--- config.mk ---
export PLATFORM = sky130hd
export DESIGN_NAME = mips_control_fsm
export DESIGN_NICKNAME = d
export VERILOG_FILES = /design/src/rtl/mips_control_fsm.sv
export SDC_FILE = /design/constraint.sdc
export NUM_CORES = 1
export LEC_CHECK = 0
export CORE_AREA = 8 8 55 57
export DETAILED_ROUTE_END_ITERATION = 12
export DIE_AREA = 0 0 63 65
export HOLD_SLACK_MARGIN = 0.12
export PLACE_DENSITY = 0.79
export SLEW_MARGIN = 30
export SYNTH_ARGS = -nofsm -noshare
export SYNTH_HDL_FRONTEND = slang
export SYNTH_SLANG_ARGS = --single-unit
--- constraint.sdc ---
create_clock -name clk -period 3.9 [get_ports clk]
set_input_delay 0.78 -clock clk [delete_from_list [all_inputs] [get_ports clk]]
set_output_delay 0.78 -clock clk [all_outputs]
set_load 0.1 [all_outputs]
--- src/rtl/mips_control_fsm.sv ---
// Multicycle MIPS control unit: a 12-state controller for a lw/sw/R-type/beq/addi/j datapath.
// Moore controls are registered from the next state; pcEn, irWrite, illegalOp and the EXECUTE aluOp follow live inputs.
module mips_control_fsm (
    input  logic       clk,
    input  logic       reset,
    input  logic [5:0] opcode,
    input  logic [5:0] funct,
    input  logic       zeroFlag,
    input  logic       memReady,
    output logic [2:0] aluOp,
    output logic       aluSrcA,
    output logic [1:0] aluSrcB,
    output logic [1:0] pcSrc,
    output logic       iorD,
    output logic       irWrite,
    output logic       memWrite,
    output logic       regDst,
    output logic       memToReg,
    output logic       regWrite,
    output logic       pcEn,
    output logic       illegalOp,
    output logic [3:0] state
);

    typedef enum logic [3:0] {
        FETCH    = 4'd0,
        DECODE   = 4'd1,
        MEMADR   = 4'd2,
        MEMRD    = 4'd3,
        MEMWB    = 4'd4,
        MEMWR    = 4'd5,
        EXECUTE  = 4'd6,
        ALUWB    = 4'd7,
        BRANCH   = 4'd8,
        ADDIEXEC = 4'd9,
        ADDIWB   = 4'd10,
        JUMP     = 4'd11
    } state_t;

    typedef struct packed {
        logic [2:0] alu_op;
        logic       alu_src_a;
        logic [1:0] alu_src_b;
        logic [1:0] pc_src;
        logic       ior_d;
        logic       mem_write;
        logic       reg_dst;
        logic       mem_to_reg;
        logic       reg_write;
    } ctrl_t;

    localparam logic [5:0] OP_RTYPE = 6'b000000;
    localparam logic [5:0] OP_J     = 6'b000010;
    localparam logic [5:0] OP_BEQ   = 6'b000100;
    localparam logic [5:0] OP_ADDI  = 6'b001000;
    localparam logic [5:0] OP_LW    = 6'b100011;
    localparam logic [5:0] OP_SW    = 6'b101011;

    // Unlisted states (including the unused codes) decode to all-zero controls.
    function automatic ctrl_t moore_ctrl(input state_t s);
        ctrl_t c;
        c = '0;
        case (s)
            FETCH:    c.alu_src_b = 2'b01;
            DECODE:   c.alu_src_b = 2'b11;
            MEMADR:   begin c.alu_src_a = 1'b1; c.alu_src_b = 2'b10; end
            MEMRD:    c.ior_d = 1'b1;
            MEMWB:    begin c.reg_write = 1'b1; c.mem_to_reg = 1'b1; end
            MEMWR:    begin c.ior_d = 1'b1; c.mem_write = 1'b1; end
            EXECUTE:  c.alu_src_a = 1'b1;
            ALUWB:    begin c.reg_write = 1'b1; c.reg_dst = 1'b1; end
            BRANCH:   begin c.alu_src_a = 1'b1; c.alu_op = 3'b001; c.pc_src = 2'b01; end
            ADDIEXEC: begin c.alu_src_a = 1'b1; c.alu_src_b = 2'b10; end
            ADDIWB:   c.reg_write = 1'b1;
            JUMP:     c.pc_src = 2'b10;
            default:  c = '0;
        endcase
        return c;
    endfunction

    state_t     state_r;
    state_t     next_s;
    ctrl_t      ctrl_r;
    logic       op_bad_s;
    logic [2:0] funct_op_s;
    logic       funct_bad_s;

    // Next-state selection plus opcode/funct legality decode.
    always_comb begin
        next_s      = FETCH;
        op_bad_s    = 1'b0;
        funct_op_s  = 3'b000;
        funct_bad_s = 1'b0;
        case (funct)
            6'b100000: funct_op_s = 3'b000;
            6'b100010: funct_op_s = 3'b001;
            6'b100100: funct_op_s = 3'b010;
            6'b100101: funct_op_s = 3'b011;
            6'b101010: funct_op_s = 3'b100;
            default:   funct_bad_s = 1'b1;
        endcase
        case (state_r)
            FETCH:    next_s = memReady ? DECODE : FETCH;
            DECODE: begin
                case (opcode)
                    OP_LW, OP_SW: next_s = MEMADR;
                    OP_RTYPE:     next_s = EXECUTE;
                    OP_BEQ:       next_s = BRANCH;
                    OP_ADDI:      next_s = ADDIEXEC;
                    OP_J:         next_s = JUMP;
                    default: begin
                        next_s   = FETCH;
                        op_bad_s = 1'b1;
                    end
                endcase
            end
            MEMADR:   next_s = (opcode == OP_SW) ? MEMWR : MEMRD;
            MEMRD:    next_s = memReady ? MEMWB : MEMRD;
            MEMWB:    next_s = FETCH;
            MEMWR:    next_s = memReady ? FETCH : MEMWR;
            EXECUTE:  next_s = ALUWB;
            ALUWB:    next_s = FETCH;
            BRANCH:   next_s = FETCH;
            ADDIEXEC: next_s = ADDIWB;
            ADDIWB:   next_s = FETCH;
            JUMP:     next_s = FETCH;
            default:  next_s = FETCH;
        endcase
    end

    // State and registered Moore controls; reset forces FETCH and its controls in the same edge.
    always_ff @(posedge clk) begin
        if (reset) begin
            state_r <= FETCH;
            ctrl_r  <= moore_ctrl(FETCH);
        end else begin
            state_r <= next_s;
            ctrl_r  <= moore_ctrl(next_s);
        end
    end

    // Input-dependent controls, gated by the current state.
    always_comb begin
        pcEn      = 1'b0;
        irWrite   = 1'b0;
        illegalOp = 1'b0;
        aluOp     = ctrl_r.alu_op;
        case (state_r)
            FETCH: begin
                pcEn    = memReady;
                irWrite = memReady;
            end
            DECODE:  illegalOp = op_bad_s;
            EXECUTE: begin
                aluOp     = funct_op_s;
                illegalOp = funct_bad_s;
            end
            BRANCH:  pcEn = zeroFlag;
            JUMP:    pcEn = 1'b1;
            default: pcEn = 1'b0;
        endcase
    end

    assign aluSrcA  = ctrl_r.alu_src_a;
    assign aluSrcB  = ctrl_r.alu_src_b;
    assign pcSrc    = ctrl_r.pc_src;
    assign iorD     = ctrl_r.ior_d;
    assign memWrite = ctrl_r.mem_write;
    assign regDst   = ctrl_r.reg_dst;
    assign memToReg = ctrl_r.mem_to_reg;
    assign regWrite = ctrl_r.reg_write;
    assign state    = state_r;

endmodule

==> impl_metrics.ini <==
[outcome]
status = finished, final reports clean

[power_and_ir_drop]
peakVddDrop_mv = 0.178
p_per_area_nw_per_um2 = 269
leakagePower_nw = 0.475

[place]
hpwl_mm = 1.80
gp_congestion = 0.809
io_buffer_count = 35
pre_cts_slack_ns = 0.714

[detailed_routing]
routed_wl_mm = 2.31
post_drt_via_cell_ratio = 5.31
ant_nets = 0
initialDrtViolationCount = 17
avgRoutedWirePerCell_um = 13.5
firstDrtPassIters = 4
dr_total_vias = 908
drc_errors = 0

[logic_synthesis]
yosysSeqAreaShare_pct = 32.0
synth_top_area_share_pct = 32.0
synth_edf_count = 0
syn_area_um2 = 938
async_flop_share_pct = 0
synth_most_common_cell = dfxtp_1
synth_cells = 116
yosysWarnings = 0
ys.flop_type = dfxtp_1
avgSynthCellArea_um2 = 8.09
synth_seq_cells = 15
syn_nets = 132
synth_cell_types = 43
ys_top_cells_by_area = dfxtp_1 32%, nor4_2 5.3%, nor2_1 4.8%
synth_common_cells = 15 x dfxtp_1, 12 x nor2_1, 8 x o21ai_0, 7 x inv_1, 7 x nand2_1
synth_largest_area_cell = dfxtp_1

[final_layout]
nNetsFinal = 160
drive_gt1_share_pct = 14.0
antenna_cells = 0
fillers = 187
area_growth_pct = 35.1

[flow_run]
cap_violations = 0

[timing]
hold_viol = 0
setup_viol = 0
slew_headroom_pct = 34.9
maxSlewViolCount = 0
fmax_mhz = 324
period_share_pct = 79.2
tns_ns = 0
fin_skew_ns = 0.00353
fin_crit_ns = 3.09
rsz0062_at_grt = false
worstMarginPinSlew_ns = 0.973
setup_ws_ns = 0.812

[global_routing]
grt_pass1_vias = 844
grt_use_total_pct = 10.8
grt_pass1_wl_mm = 3.72
grt-ovfl-total = 0
antenna_found_initial = 0
grt_max_degree = 17

[floorplan]
die_w_um = 63
core_area_um2 = 2150
design.die.area_um2 = 4100
ios = 36
start_util_pct = 43.7
rows = 17
die-height_um = 65

[critical_path]
worst_setup_path_start_kind = primary input
timing.rr.start = state[2]
critical_path_class = in -> out
end_kind = output pin
crit_slowest_cell = clkdlybuf4s50_1
cp_slowest_stage_delay_ns = 0.49
path_cells = clkdlybuf4s50_1 > nor3_1 > nand2_1 > o21ai_0 > a21oi_1 > a21o_1 > buf_4
cp_num_buf_inv = 2
cp_data_required_time_ns = 3.12
arrival_ns = 2.31
cp_top_family = buffers and inverters
worstPathMaxFanout = 5
crit_start = opcode[0]

[clocking]
cts_inserted_buffers = 3
clk_pin_slew_ns = 0.07
root_buffer = clkbuf_4
cts_setup_buffers = 0
cts_num_sinks = 15
cts_hold_buf = 0
htreeDepth = 1
cts_tree = done
cts_max_path_buffers = 2
cts.repair.resized = 0
clock_latency_ns = 0.28

[worst_hold_path]
hp-class = reg -> reg
min-delay-start = state[3]
-- worst min-delay path, delay by kind of cell (launching register included) --
family	cells	cell delay, ns
DFF	1	0.43
and+or+nand+nor	1	0.13
AOI/OAI and AO/OA	1	0.06
-- cell usage in the layout (no fill, tap or decap), types with 3 or more instances in the layout --
cell type / instances
clkdlybuf4s50_1: 29
o21ai_0: 7
inv_1: 7
nand2_1: 7
a21oi_1: 3
buf_4: 6
nor2_1: 12
nor4_2: 5
clkbuf_4: 3
nor3_1: 4
dfxtp_1: 15
xnor2_1: 3
a31oi_1: 3
-- metal layers --
layer,up-vias,GRT usage (%),wire length [um]
li1,467,-,-
met1,409,11.8,1040
met2,27,18.6,1110
met3,5,3.95,135
met4,0,4.27,36
met5,-,0,0
-- cell type report --
type / instances / area [um2] / share of cell area (%)
multi-input combinational: 82 / 544 / 42.9
inverter: 7 / 26.3 / 2.07
tap: 28 / 35.0 / 2.76
timing repair buffer: 35 / 335 / 26.5
sequential: 15 / 300 / 23.7
clock buffer: 4 / 26.3 / 2.07
-- sequential cells by signal, summed over array words and instances, names as in the netlist --
name,flops
state,4
aluSrcB,2
pcSrc,2
aluSrcA,1
ctrl_r,1
iorD,1
memToReg,1
memWrite,1
regDst,1
regWrite,1
-- metrics by stage --
stage / util (%) / area (um2) / hold WS [ns] / instances / power, mW
final: 59.0 / 1270 / 0.660 / 171 / 0.340
after global routing: 59.0 / 1270 / 0.719 / 171 / 0.358
after CTS: 59.0 / 1270 / 0.652 / 171 / 0.344
after detailed placement: 57.8 / 1240 / 0.638 / 167 / 0.260
after global placement: 57.8 / 1240 / 0.631 / 167 / 0.258
after floorplan: - / 951 / 0.860 / 116 / 0.232
-- worst paths after layout --
check              endpoint  slack [ns]  cells after the start
setup / recovery  illegalOp        0.81                      7
hold / removal     regWrite        0.66                      2
setup reg to reg       iorD        1.86                      6
hold reg to reg    regWrite        0.66                      2
-- logic make-up after synthesis --
group                  Yosys count  share of synthesized area, %
AO/OA/AOI/OAI                   25                          16.8
XOR/XNOR                         5                          4.67
buffers and inverters           19                          11.3
flip-flops                      15                          32.0
multiplexers                     1                          1.07
AND/OR/NAND/NOR                 51                          34.1
-- where the power goes --
part           internal (mW)  leakage (nW)  total [mW]  switching, mW
Clock                 0.0397        0.0150      0.0837         0.0440
Combinational         0.0332         0.339      0.0982         0.0650
Sequential             0.155         0.121       0.159        0.00306
Total                  0.228         0.475       0.340          0.112
Power figures use the tool's default switching activity.
